**config.mk**
```make
export PLATFORM = sky130hd
export DESIGN_NAME = meas_ctrl
export DESIGN_NICKNAME = d
export VERILOG_FILES = /design/src/rtl/meas_pkg.sv /design/src/rtl/meas_regfile.sv /design/src/rtl/meas_ctrl.sv
export SDC_FILE = /design/constraint.sdc
export NUM_CORES = 1
export LEC_CHECK = 0
export BUFFER_PORTS_ARGS = -buffer_cell sky130_fd_sc_hd__buf_2
export CAP_MARGIN = 40
export CORE_ASPECT_RATIO = 0.7
export CORE_MARGIN = 2
export CORE_UTILIZATION = 50
export CTS_CLUSTER_SIZE = 10
export DETAILED_ROUTE_END_ITERATION = 16
export PLACE_DENSITY_LB_ADDON = 0.15
export SLEW_MARGIN = 40
export SYNTH_ARGS = -nofsm -noshare
export SYNTH_HDL_FRONTEND = slang
export SYNTH_HIERARCHICAL = 1
export SYNTH_SLANG_ARGS = --single-unit
```
**constraint.sdc**
```tcl
create_clock -name clk -period 2.1 [get_ports clk]
set_input_delay 0.42 -clock clk [delete_from_list [all_inputs] [get_ports clk]]
set_output_delay 0.42 -clock clk [all_outputs]
set_load 0.05 [all_outputs]
```
**src/rtl/meas_pkg.sv**
```systemverilog
// Shared definitions for the measurement sequencer: FSM state encoding,
// register map addresses and the CTRL/STATUS bit positions.
package meas_pkg;

  typedef enum logic [2:0] {
    S_IDLE,
    S_CLEAR,
    S_RUN,
    S_STOP,
    S_CAPTURE
  } state_t;

  // Register map
  localparam int unsigned A_CTRL     = 0;
  localparam int unsigned A_PERIOD_L = 1;
  localparam int unsigned A_PERIOD_H = 2;
  localparam int unsigned A_WIDTH_L  = 3;
  localparam int unsigned A_WIDTH_H  = 4;
  localparam int unsigned A_GATE_L   = 5;
  localparam int unsigned A_GATE_H   = 6;
  localparam int unsigned A_STATUS   = 7;
  localparam int unsigned A_RESULT_L = 8;
  localparam int unsigned A_RESULT_H = 9;

  // CTRL bits
  localparam int unsigned CTRL_START   = 0;
  localparam int unsigned CTRL_ABORT   = 1;
  localparam int unsigned CTRL_CONT    = 2;
  localparam int unsigned CTRL_CLR_ERR = 3;

  // STATUS bits
  localparam int unsigned ST_BUSY = 0;
  localparam int unsigned ST_DONE = 1;
  localparam int unsigned ST_ERR  = 2;

  // Byte lane of a 16-bit value for the 8-bit read port.
  function automatic logic [7:0] byte_sel(input logic [15:0] v, input logic hi);
    return hi ? v[15:8] : v[7:0];
  endfunction

endpackage

```
**src/rtl/meas_regfile.sv**
```systemverilog
// Register file for the measurement sequencer.
// Ports:
//   clk, rst_n        clock / async active-low reset
//   wr_en, addr,      byte write interface from the I2C decoder
//   wr_data
//   rd_data           combinational read of the addressed register
//   busy, done_stky,  status inputs from the sequencer (STATUS / RESULT)
//   err, result
//   start_stb,        single-cycle command strobes, decoded straight from the
//   abort_stb,        CTRL write so the sequencer reacts on the following edge
//   clr_err_stb
//   cont              persistent continuous-mode bit
//   period_reg,       configuration registers
//   width_reg,
//   gate_reg
module meas_regfile
  import meas_pkg::*;
#(
  parameter int unsigned CNT_W      = 16,
  parameter int unsigned ADDR_W     = 4,
  parameter int unsigned DEF_PERIOD = 10,
  parameter int unsigned DEF_WIDTH  = 2,
  parameter int unsigned DEF_GATE   = 100
) (
  input  logic              clk,
  input  logic              rst_n,
  input  logic              wr_en,
  input  logic [ADDR_W-1:0] addr,
  input  logic [7:0]        wr_data,
  output logic [7:0]        rd_data,
  input  logic              busy,
  input  logic              done_stky,
  input  logic              err,
  input  logic [CNT_W-1:0]  result,
  output logic              start_stb,
  output logic              abort_stb,
  output logic              clr_err_stb,
  output logic              cont,
  output logic [CNT_W-1:0]  period_reg,
  output logic [CNT_W-1:0]  width_reg,
  output logic [CNT_W-1:0]  gate_reg
);

  logic ctrl_wr;

  assign ctrl_wr     = wr_en && (addr == ADDR_W'(A_CTRL));
  // Abort takes priority: a start carried in the same byte is dropped.
  assign start_stb   = ctrl_wr && wr_data[CTRL_START] && !wr_data[CTRL_ABORT];
  assign abort_stb   = ctrl_wr && wr_data[CTRL_ABORT];
  assign clr_err_stb = ctrl_wr && wr_data[CTRL_CLR_ERR];

  always_ff @(posedge clk or negedge rst_n) begin
    if (!rst_n) begin
      cont       <= 1'b0;
      period_reg <= CNT_W'(DEF_PERIOD);
      width_reg  <= CNT_W'(DEF_WIDTH);
      gate_reg   <= CNT_W'(DEF_GATE);
    end else if (wr_en) begin
      case (addr)
        ADDR_W'(A_CTRL):     cont                   <= wr_data[CTRL_CONT];
        ADDR_W'(A_PERIOD_L): period_reg[7:0]        <= wr_data;
        ADDR_W'(A_PERIOD_H): period_reg[CNT_W-1:8]  <= wr_data[CNT_W-9:0];
        ADDR_W'(A_WIDTH_L):  width_reg[7:0]         <= wr_data;
        ADDR_W'(A_WIDTH_H):  width_reg[CNT_W-1:8]   <= wr_data[CNT_W-9:0];
        ADDR_W'(A_GATE_L):   gate_reg[7:0]          <= wr_data;
        ADDR_W'(A_GATE_H):   gate_reg[CNT_W-1:8]    <= wr_data[CNT_W-9:0];
        default: ;
      endcase
    end
  end

  always_comb begin
    rd_data = '0;
    case (addr)
      ADDR_W'(A_CTRL):     rd_data[CTRL_CONT] = cont;
      ADDR_W'(A_PERIOD_L): rd_data = byte_sel(16'(period_reg), 1'b0);
      ADDR_W'(A_PERIOD_H): rd_data = byte_sel(16'(period_reg), 1'b1);
      ADDR_W'(A_WIDTH_L):  rd_data = byte_sel(16'(width_reg), 1'b0);
      ADDR_W'(A_WIDTH_H):  rd_data = byte_sel(16'(width_reg), 1'b1);
      ADDR_W'(A_GATE_L):   rd_data = byte_sel(16'(gate_reg), 1'b0);
      ADDR_W'(A_GATE_H):   rd_data = byte_sel(16'(gate_reg), 1'b1);
      ADDR_W'(A_STATUS): begin
        rd_data[ST_BUSY] = busy;
        rd_data[ST_DONE] = done_stky;
        rd_data[ST_ERR]  = err;
      end
      ADDR_W'(A_RESULT_L): rd_data = byte_sel(16'(result), 1'b0);
      ADDR_W'(A_RESULT_H): rd_data = byte_sel(16'(result), 1'b1);
      default: ;
    endcase
  end

endmodule

```
**src/rtl/meas_ctrl.sv**
```systemverilog
// Measurement sequencer: runs the pulse generator and counter for a gate
// window of GATE clk cycles and captures the final count.
// Ports:
//   clk, rst_n                 div_clk domain clock / async active-low reset
//   wr_en, addr, wr_data       register write interface (I2C byte decoder)
//   rd_data                    combinational register read
//   count_in                   pulse_counter count
//   gen_run, cnt_run           generator / counter run enables
//   cnt_clear                  1-cycle counter clear
//   pulse_period, pulse_width  configuration latched at the start of each run
//   result                     last captured count
//   busy                       sequencer not idle
//   done                       1-cycle pulse when result updates
module meas_ctrl
  import meas_pkg::*;
#(
  parameter int unsigned CNT_W      = 16,
  parameter int unsigned ADDR_W     = 4,
  parameter int unsigned DEF_PERIOD = 10,
  parameter int unsigned DEF_WIDTH  = 2,
  parameter int unsigned DEF_GATE   = 100
) (
  input  logic              clk,
  input  logic              rst_n,
  input  logic              wr_en,
  input  logic [ADDR_W-1:0] addr,
  input  logic [7:0]        wr_data,
  output logic [7:0]        rd_data,
  input  logic [CNT_W-1:0]  count_in,
  output logic              gen_run,
  output logic              cnt_run,
  output logic              cnt_clear,
  output logic [CNT_W-1:0]  pulse_period,
  output logic [CNT_W-1:0]  pulse_width,
  output logic [CNT_W-1:0]  result,
  output logic              busy,
  output logic              done
);

  state_t           state;
  logic [CNT_W-1:0] gate_cnt;
  logic             done_stky;
  logic             err;
  logic             start_stb;
  logic             abort_stb;
  logic             clr_err_stb;
  logic             cont;
  logic [CNT_W-1:0] period_reg;
  logic [CNT_W-1:0] width_reg;
  logic [CNT_W-1:0] gate_reg;
  logic             cfg_ok;

  meas_regfile #(
    .CNT_W      (CNT_W),
    .ADDR_W     (ADDR_W),
    .DEF_PERIOD (DEF_PERIOD),
    .DEF_WIDTH  (DEF_WIDTH),
    .DEF_GATE   (DEF_GATE)
  ) u_regfile (
    .clk         (clk),
    .rst_n       (rst_n),
    .wr_en       (wr_en),
    .addr        (addr),
    .wr_data     (wr_data),
    .rd_data     (rd_data),
    .busy        (busy),
    .done_stky   (done_stky),
    .err         (err),
    .result      (result),
    .start_stb   (start_stb),
    .abort_stb   (abort_stb),
    .clr_err_stb (clr_err_stb),
    .cont        (cont),
    .period_reg  (period_reg),
    .width_reg   (width_reg),
    .gate_reg    (gate_reg)
  );

  assign cfg_ok = (period_reg != '0) && (width_reg < period_reg) && (gate_reg != '0);

  always_ff @(posedge clk or negedge rst_n) begin
    if (!rst_n) begin
      state        <= S_IDLE;
      gen_run      <= 1'b0;
      cnt_run      <= 1'b0;
      cnt_clear    <= 1'b0;
      busy         <= 1'b0;
      done         <= 1'b0;
      done_stky    <= 1'b0;
      err          <= 1'b0;
      result       <= '0;
      gate_cnt     <= '0;
      pulse_period <= CNT_W'(DEF_PERIOD);
      pulse_width  <= CNT_W'(DEF_WIDTH);
    end else begin
      cnt_clear <= 1'b0;
      done      <= 1'b0;
      if (clr_err_stb) err <= 1'b0;

      if (abort_stb && (state != S_IDLE)) begin
        state   <= S_IDLE;
        gen_run <= 1'b0;
        cnt_run <= 1'b0;
        busy    <= 1'b0;
      end else begin
        case (state)
          S_IDLE: begin
            if (start_stb) begin
              done_stky <= 1'b0;
              if (cfg_ok) begin
                state     <= S_CLEAR;
                cnt_clear <= 1'b1;
                busy      <= 1'b1;
              end else begin
                err <= 1'b1;
              end
            end
          end
          S_CLEAR: begin
            pulse_period <= period_reg;
            pulse_width  <= width_reg;
            gate_cnt     <= gate_reg;
            gen_run      <= 1'b1;
            cnt_run      <= 1'b1;
            state        <= S_RUN;
          end
          S_RUN: begin
            // Exits when the last gate cycle is reached; the <2 test also
            // guards a zero load so the window never wraps.
            if (gate_cnt < CNT_W'(2)) begin
              gen_run <= 1'b0;
              state   <= S_STOP;
            end else begin
              gate_cnt <= gate_cnt - 1'b1;
            end
          end
          S_STOP: begin
            cnt_run <= 1'b0;
            state   <= S_CAPTURE;
          end
          S_CAPTURE: begin
            result    <= count_in;
            done      <= 1'b1;
            done_stky <= 1'b1;
            // Continuous mode re-checks the config, which may have been
            // rewritten during the run.
            if (cont && cfg_ok) begin
              cnt_clear <= 1'b1;
              state     <= S_CLEAR;
            end else begin
              if (cont) err <= 1'b1;
              busy  <= 1'b0;
              state <= S_IDLE;
            end
          end
          default: begin
            state   <= S_IDLE;
            gen_run <= 1'b0;
            cnt_run <= 1'b0;
            busy    <= 1'b0;
          end
        endcase
      end
    end
  end

endmodule
```
=== After elaboration in Yosys (flattened, before gate mapping) ===
Cells that the tools add are included.

* Register bits: 123
* Latch bits: 0
* RAM bits: 0
* ROM bits: 0
* Bits of input ports: 31
* Output and inout bits: 61
* Word-level logic and storage cells: 116
* Memories: 0

* Add/subtract/negate cells: 1
* Multiply operators: 0
* Divide/modulo/power cells: 0
* $lt $le $gt $ge: 2
* Equal/unequal tests: 22
* Shift operators: 0
* Multiplexer cells: 37
* Bitwise operators: 1
* Reduce and logical (&&, ||, !) cells: 34

{| class="wikitable"
|+ Operators by type and width
! operator !! number
|-
| $pmux 5 s8 || 1
|-
| $pmux 16 s2 || 1
|-
| $reduce_bool 16->1 || 2
|-
| $mux 1 || 21
|-
| $reduce_and 2->1 || 10
|-
| $pmux 2 s9 || 1
|-
| $eq 4x3->1 const B || 4
|-
| $lt 16x16->1 || 1
|-
| $lt 16x2->1 const B || 1
|-
| $mux 16 || 1
|-
| $sub 16x1->16 const B || 1
|-
| $pmux 3 s5 || 1
|-
| $mux 3 || 4
|-
| $ne 3x3->1 const B || 4
|-
| $pmux 1 s10 || 1
|-
| $logic_and 1x1->1 || 9
|-
| $reduce_and 3->1 || 3
|-
| $reduce_or 3->1 || 3
|-
| $eq 4x2->1 const B || 2
|-
| $eq 4x4->1 const B || 2
|-
| $pmux 1 s2 || 4
|-
| $eq 3x2->1 const B || 2
|-
| $ne 2x1->1 const B || 3
|-
| $pmux 1 s3 || 2
|-
| other kinds (11) || 13
|}

=== Logic depth before layout (Yosys ltp) ===
Gate-level depths: netlist of the first run.

* Word-level depth: 8
* Gate-level depth with buffers: 11
* Mapped depth without buffers: 9

=== Modules after synthesis ===
The synthesis of the first run kept the hierarchy.

{| class="wikitable"
|+ By module, submodules not included
! module !! instances !! cells an instance !! area each (um2) !! seq. area each (um2)
|-
| meas_ctrl || 1 || 402 || 3756.1 || 1855.5
|-
| meas_regfile || 1 || 210 || 2613.8 || 1233.7
|}

=== Least setup slack after synthesis of the first run ===
Ideal clock, no wire load.

* Path type: input port to flip-flop
* Start point: input addr[3]
* End point: register gate_cnt[7]
* Library setup time: 121 ps
* Arrival time: 2286 ps
* Required time: 1979 ps
* Setup slack: -307 ps
* Stages: 11
* Buffers on the path: 2
* Cell sequence: buf_6 > nor2_1 > and2_1 > nor3b_2 > and2_1 > nor2_1 > a21boi_2 > o31a_2 > buf_2 > o21ai_0 > a22o_1

* Word-level cells in the longest chain between the ends: 6

{| class="wikitable"
|+ RTL lines
! element !! RTL line !! RTL
|-
| from (decl) || meas_ctrl.sv:26 || <nowiki>input logic [ADDR_W-1:0] addr,</nowiki>
|-
| $logic_not 4->1 || meas_regfile.sv:46 || <nowiki>assign ctrl_wr = wr_en && (addr == ADDR_W'(A_CTRL));</nowiki>
|-
| $logic_and 1x1->1 || meas_regfile.sv:46 ||
|-
| $logic_and 1x1->1 || meas_regfile.sv:49 || <nowiki>assign abort_stb = ctrl_wr && wr_data[CTRL_ABORT];</nowiki>
|-
| via abort_stb || meas_ctrl.sv:45 || <nowiki>logic abort_stb;</nowiki>
|-
| $logic_and 1x1->1 || meas_ctrl.sv:100 || <nowiki>if (abort_stb && (state != S_IDLE)) begin</nowiki>
|-
| $not 1->1 (no line) || -- ||
|-
| $reduce_and 3->1 (no line) || -- ||
|-
| to (signal assigned) || meas_ctrl.sv:122 || <nowiki>gate_cnt <= gate_reg;</nowiki>
|-
| to (signal assigned) || meas_ctrl.sv:134 || <nowiki>gate_cnt <= gate_cnt - 1'b1;</nowiki>
|-
| to (decl) || meas_ctrl.sv:41 || <nowiki>logic [CNT_W-1:0] gate_cnt;</nowiki>
|}

The timed path passes the listed nets, and every way through them passes these cells.
A chain may end at the register's enable or synchronous reset.

=== Worst setup path in the final report of the first run ===
* Start point: register u_regfile.gate_reg[5]
* End point: output rd_data[5]

* Word-level cells in the longest chain between the ends: 1

{| class="wikitable"
|+ RTL lines
! element !! RTL line !! RTL
|-
| from (decl) || meas_regfile.sv:41 || <nowiki>output logic [CNT_W-1:0] gate_reg</nowiki>
|-
| from (signal assigned) || meas_regfile.sv:57 || <nowiki>gate_reg <= CNT_W'(DEF_GATE);</nowiki>
|-
| from (signal assigned) || meas_regfile.sv:65 || <nowiki>ADDR_W'(A_GATE_L): gate_reg[7:0] <= wr_data;</nowiki>
|-
| from (signal, indexed assignment) || meas_regfile.sv:66 || <nowiki>ADDR_W'(A_GATE_H): gate_reg[CNT_W-1:8] <= wr_data[CNT_W-9:0];</nowiki>
|-
| $pmux 5 s8 || meas_regfile.sv:74 || <nowiki>case (addr)</nowiki>
|-
| to (decl) || meas_ctrl.sv:28 || <nowiki>output logic [7:0] rd_data,</nowiki>
|}

Every way passes these cells.

==> results.json, run 1 <==
{
  "netlist-cell-type-count": 70,
  "core-area_um2": 12400,
  "crit_chain": "and4b_1 > a31oi_2 > o22ai_2 > or3_4 > buf_6",
  "dieHeight_um": 98.4,
  "top_layer_used": "met4",
  "area_delta_synth_final_pct": 33.2,
  "layout-drive-gt1-share_pct": 40.8,
  "finClkSkew_ps": 18.0,
  "root_buffer": "clkbuf_16",
  "setup_violations": 5,
  "critPathSlowestCell": "dfstp_2",
  "hold_path_class": "in2async",
  "synth_warnings": 6,
  "rsz0062_at_grt": "yes",
  "wl_per_cell_um": 20.5,
  "setup_slack_ps": -185,
  "cts_made_buffers": 17,
  "antenna_found_initial": 0,
  "worstSetupPathType": "reg2out",
  "drc": 0,
  "p_per_area_nw_per_um2": 1190,
  "yosysMostFrequentCell": "dfrtp_1",
  "yosysTopAreaCell": "dfrtp_1",
  "synth.top_cells.by_count": "dfrtp_1 (114), nand2_1 (91), mux2_2 (49), o21ai_0 (38), nor2_1 (31)",
  "cts_max_level": 4,
  "cp-end-kind": "output port",
  "row_count": 34,
  "whs_ps": 11.6,
  "crit_required_ps": 1680,
  "crit_fanout": 4,
  "clk_latency_ps": 420,
  "yosys-top-cells-area": "dfrtp_1 (45%), mux2_2 (8.7%), nand2_1 (5.4%)",
  "grt_pass1_wl_um": 30400,
  "drtAntennaViolNets": 0,
  "fmax_ghz": 0.438,
  "vdd_drop_max_uv": 714,
  "vias": 5649,
  "path_clk_slew_ps": 60,
  "postSynthCellCount": 612,
  "grt_max_degree": 70,
  "cts_sinks": 123,
  "grt_pass1_vias": 5462,
  "stdcell_count": 952,
  "totalWireLength_um": 19500,
  "port_buffers": 91,
  "period_share_pct": 109,
  "max_stage_delay_ps": 390,
  "p_leak_nw": 4.01,
  "slew_violations": 0,
  "synth_flop_cell": "dfrtp_1",
  "synth_top_area_share_pct": 44.8,
  "syn_nets": 659,
  "synth_top_family_by_area": "simple AND/OR/NAND/NOR gates",
  "firstDrtPassIters": 5,
  "detail_route.iter0.violations": 570,
  "io-pin-count": 92,
  "tns_ps": -591,
  "synth_compound_area_share_pct": 13.5,
  "synthSimpleGateAreaFrac_pct": 16.1,
  "grt-ovfl-total": 0,
  "period_needed_ps": 2290,
  "synth-edff-count": 0,
  "yosys-mux-area-fraction_pct": 14.7,
  "track_usage_pct": 29.1,
  "synthXorXnorAreaFrac_pct": 0,
  "post_synth.cell_area_avg_um2": 10.4,
  "synthAdderAreaFrac_pct": 3.14,
  "syn_area_um2": 6370,
  "antenna_cells": 0,
  "critPathLaunchType": "flop",
  "cts_tree": "built",
  "p_total_mw": 10.1,
  "ys_seq_elements": 123,
  "hold_viol": 0,
  "arrival_ps": 1870,
  "via_per_inst": 5.93,
  "outcome": "finished, violations left",
  "die-area_um2": 13700,
  "initial_core_util_pct": 51.3,
  "violations": "setup timing",
  "wl_met2_um": 7990,
  "cap_viol_max_count": 0,
  "drt-met1-wl_um": 9170,
  "synth-seq-area-share_pct": 48.5,
  "wl_met3_um": 2070,
  "place_congestion": 0.970,
  "chipWidth_um": 139,
  "placedCellCount": 909,
  "relSlewSlack_pct": 71.0,
  "max_slew.worst_pin.slew_ps": 434,
  "nets": 824,
  "synthArstFlopShare_pct": 100,
  "dp_hpwl_um": 14200,
  "clock_path_buffers": 2
}
==> area by class of cell <==
cell class / count / area, um2
well taps: 162 / 203
repair buffers: 178 / 1300
clock buffers: 18 / 439
clock inverters: 14 / 160
multi-input cells: 433 / 3200
inverters: 24 / 90.1
flip-flops and latches: 123 / 3100
fillers: 925 / 3940
==> logic make-up (layout without fill, tap and decap cells) <==
logic type / Yosys count / after routing
adders and majority gates: 16 / 16
AOI/OAI and AO/OA: 127 / 127
DFF: 123 / 123
and+or+nand+nor: 207 / 207
muxes: 83 / 83
buffers and inverters: 56 / 234
==> through the flow <==
stage	instance area [um2]	utilization (%)	setup slack [ps]
after detailed placement	7570	61.0	-300
after floorplan	6440	-	-104
after CTS	8310	66.9	-161
after global placement	7570	61.0	-200
final	8490	68.3	-185
after global routing	8490	68.3	-213
==> final timing paths <==
| kind | start | endpoint | slack, ps | cells after the start |
|---|---|---|---|---|
| max in group asynchronous | rst_n | pulse_width[1] | 1710 | 2 |
| setup reg to reg | gate_cnt[9] | gate_cnt[14] | 20 | 5 |
| setup / recovery | u_regfile/gate_reg[5] | rd_data[5] | -190 | 5 |
| hold reg to reg | pulse_width[1] | pulse_width[1] | 470 | 2 |
| hold / removal | rst_n | result[11] | 10 | 2 |
| min in group clk | count_in[10] | result[10] | 240 | 2 |
==> metal layers <==
metal / GRT usage, % / vias to the layer above
met5: 0 / -
met4: 7.77 / 0
met3: 8.70 / 32
met2: 40.0 / 304
met1: 44.7 / 2756
li1: - / 2557
==> report_power, final <==
part           leakage [nW]  internal, mW  total, mW  switching (mW)
sequential             1.52          2.95       3.46           0.507
combinational          2.20          1.45       3.68            2.24
clock                 0.286          1.81       2.97            1.16
total                  4.01          6.20       10.1            3.91
==> critical path, delay by kind of cell (launching register included) <==
| kind | cells | cell delay, ps |
|---|---|---|
| AO/OA/AOI/OAI | 2 | 290 |
| buffers and inverters | 1 | 160 |
| AND/OR/NAND/NOR | 2 | 590 |
| flip-flops | 1 | 390 |
==> placed cells by master, fill, tap and decap left out, types with 5 or more instances in the layout <==
master	Yosys	routed
mux2_2	49	47
nor4_1	13	12
o21ai_0	38	33
mux2i_1	9	8
inv_1	24	24
buf_2	10	80
dfrtp_1	114	109
nand4_1	7	7
buf_6	2	12
mux2_1	24	24
nand3b_1	6	6
a31oi_1	6	5
a22oi_1	8	7
a21oi_1	25	23
o211ai_1	7	7
ha_1	16	16
nor2_1	31	29
inv_6	0	5
buf_12	0	9
nor3_1	9	7
buf_4	6	75
clkbuf_16	0	17
nand2b_1	6	5
dfstp_2	9	9
nand3_1	7	7
nand2_1	91	90
dfrtp_2	0	5
==> what timing repair did <==
action,in CTS,in global routing
hold buffers,0,0
buffers inserted,5,6
pin swaps,8,12
gates resized for setup,31,35
setup endpoints to repair,17,16
Power figures use the tool's default switching activity.
==> inputs of run 2 (changes only) <==
- CTS_BUF_LIST: not set -> sky130_fd_sc_hd__clkbuf_8 sky130_fd_sc_hd__clkbuf_16
- SYNTH_HIERARCHICAL: 1 -> not set
==> results.json, run 2 <==
{
  "nets": 818,
  "min_from": "count_in[13]",
  "synth-edff-count": 0,
  "area_delta_synth_final_pct": 41.1,
  "relSlewSlack_pct": 55.4,
  "row_count": 34,
  "stdcell_count": 946,
  "slew_violations": 0,
  "antenna_cells": 0,
  "synth-seq-area-share_pct": 48.8,
  "synth_top_family_by_area": "multiplexers",
  "synthSimpleGateAreaFrac_pct": 11.4,
  "yosysTopAreaCell": "dfrtp_1",
  "totalWireLength_um": 20400,
  "cts_made_buffers": 17,
  "wl_per_cell_um": 21.5,
  "netlist-cell-type-count": 62,
  "synth.top_cells.by_count": "dfrtp_1 (114), mux2_2 (102), o21ai_0 (37), nor2_1 (36), a21oi_1 (30)",
  "via_per_inst": 5.84,
  "port_buffers": 91,
  "synthArstFlopShare_pct": 100,
  "layout_commonest_cell": "buf_4",
  "period_needed_ps": 2320,
  "path_clk_slew_ps": 60,
  "grt_pass1_vias": 5375,
  "core-area_um2": 12400,
  "syn_nets": 604,
  "dp_hpwl_um": 14700,
  "synth_warnings": 0,
  "ys_seq_elements": 123,
  "synth_top_area_share_pct": 45.1,
  "finClkSkew_ps": 15.6,
  "syn_area_um2": 6330,
  "violations": "setup timing",
  "cts_sinks": 123,
  "crit_start": "u_regfile.period_reg[5]",
  "yosys-top-cells-area": "dfrtp_1 (45%), mux2_2 (18%), dfstp_2 (3.7%)",
  "synthXorXnorAreaFrac_pct": 0,
  "yosys-mux-area-fraction_pct": 19.4,
  "fin_util_pct": 72.2,
  "grt-ovfl-total": 0,
  "vdd_drop_max_uv": 1100,
  "worstSetupPathType": "reg2out",
  "dieHeight_um": 98.2,
  "p_per_area_nw_per_um2": 1520,
  "fmax_ghz": 0.431,
  "post_synth.cell_area_avg_um2": 11.4,
  "synthAdderAreaFrac_pct": 3.16,
  "yosysMostFrequentCell": "dfrtp_1",
  "initial_core_util_pct": 51.2,
  "chipWidth_um": 139,
  "hold_path_class": "in2reg",
  "arrival_ps": 1900,
  "synth_compound_area_share_pct": 13.2,
  "drc": 0,
  "drtAntennaViolNets": 0,
  "synth_flop_cell": "dfrtp_1",
  "layout_common_cells": "buf_4 (116), dfrtp_1 (111), mux2_2 (98)",
  "cts_tree": "built",
  "root_buffer": "clkbuf_16",
  "grt_pass1_wl_um": 31100,
  "crit_fanout": 2,
  "clock_path_buffers": 2,
  "clk_latency_ps": 430,
  "die-area_um2": 13600,
  "antenna_found_initial": 1,
  "firstDrtPassIters": 5,
  "cp-end-kind": "output port",
  "max_slew.worst_pin.slew_ps": 670,
  "track_usage_pct": 30.4,
  "detail_route.iter0.violations": 446,
  "hold_viol": 0,
  "layout-drive-gt1-share_pct": 56.5,
  "setup_slack_ps": -222,
  "postSynthCellCount": 557,
  "setup_violations": 15,
  "crit_required_ps": 1680,
  "place_congestion": 0.955,
  "period_share_pct": 111,
  "cts_max_level": 4,
  "p_leak_nw": 4.14,
  "outcome": "finished, violations left",
  "vias": 5527,
  "rsz0062_at_grt": "yes",
  "rr_startpoint": "gate_cnt[1]",
  "cap_viol_max_count": 0,
  "grt_max_degree": 82,
  "placedCellCount": 889,
  "io-pin-count": 92,
  "critPathLaunchType": "flop",
  "nFillCells": 918
}
==> run 2: cell types whose count changed in the layout (fill, tap and decap cells not counted), moves of 5 or more <==
cell,change
mux2_1,-24
o211ai_1,-6
o21ai_2,+12
buf_4,+41
a32oi_1,+5
mux2_2,+51
o21ai_0,-15
nand2_1,-75
mux2i_1,-5
==> run 2: path summary, 6_finish.rpt <==
check | depth (start not counted) | endpoint | slack, ps
setup / recovery | 5 | rd_data[5] | -220
hold / removal | 2 | result[13] | 240
setup reg to reg | 7 | gate_cnt[14] | -30
hold reg to reg | 1 | pulse_period[6] | 500
max in group asynchronous | 3 | u_regfile.period_reg[3] | 1110
min in group asynchronous | 3 | result[0] | 530
==> run 2: final cells by class <==
type / count / area, um2 / share of cell area [%]
tap: 162 / 203 / 2.27
clock buffer: 18 / 439 / 4.91
clock inverter: 14 / 100 / 1.12
multi-input combinational: 378 / 3290 / 36.8
sequential: 123 / 3090 / 34.6
timing repair buffer: 226 / 1720 / 19.2
inverter: 25 / 93.8 / 1.05
==> run 2: cell families after synthesis <==
logic type               Yosys count
AO/OA/AOI/OAI                    125
buffers and inverters             56
AND/OR/NAND/NOR                  128
multiplexers                     109
flip-flops                       123
adder cells (fa/ha/maj)           16
==> run 2: power breakdown <==
group / leakage (nW) / internal (mW) / switching (mW)
combinational: 2.38 / 2.74 / 4.19
sequential: 1.50 / 3.27 / 0.661
clock: 0.256 / 1.54 / 1.14
total: 4.14 / 7.55 / 6.00
==> run 2: timing repair <==
action	CTS	global route
pin swaps	20	27
cloned	1	1
hold endpoints to repair	30	0
setup endpoints to repair	25	29
setup buffers	18	13
hold buffers	1	0
gates resized for setup	53	42
==> run 2: critical path, cell delays in order, from the launching register on <==
cell,delay [ps]
dfrtp_2,450
a222oi_1,380
a211oi_2,140
a41oi_2,220
o31ai_4,120
buf_6,170
==> run 2: per-layer routing <==
| metal | vias up | track usage (%) | share of wire [%] |
|---|---|---|---|
| met1 | 2752 | 45.6 | 47 |
| met2 | 248 | 42.2 | 41 |
| met5 | - | 0 | 0.039 |
| li1 | 2499 | - | - |
| met3 | 26 | 9.51 | 9.6 |
| met4 | 2 | 8.71 | 1.6 |
==> run 2: per-stage QoR <==
stage	setup TNS [ps]	hold slack, ps	instance area (um2)	setup WS [ps]	power [mW]
after floorplan	0	124	6430	1.95	8.01
after global placement	-2560	423	7840	-165	9.88
after detailed placement	-5180	427	7850	-181	10.1
after CTS	-723	226	8690	-210	13.1
after global routing	-2290	233	8940	-279	14.2
final	-666	241	8940	-222	13.5
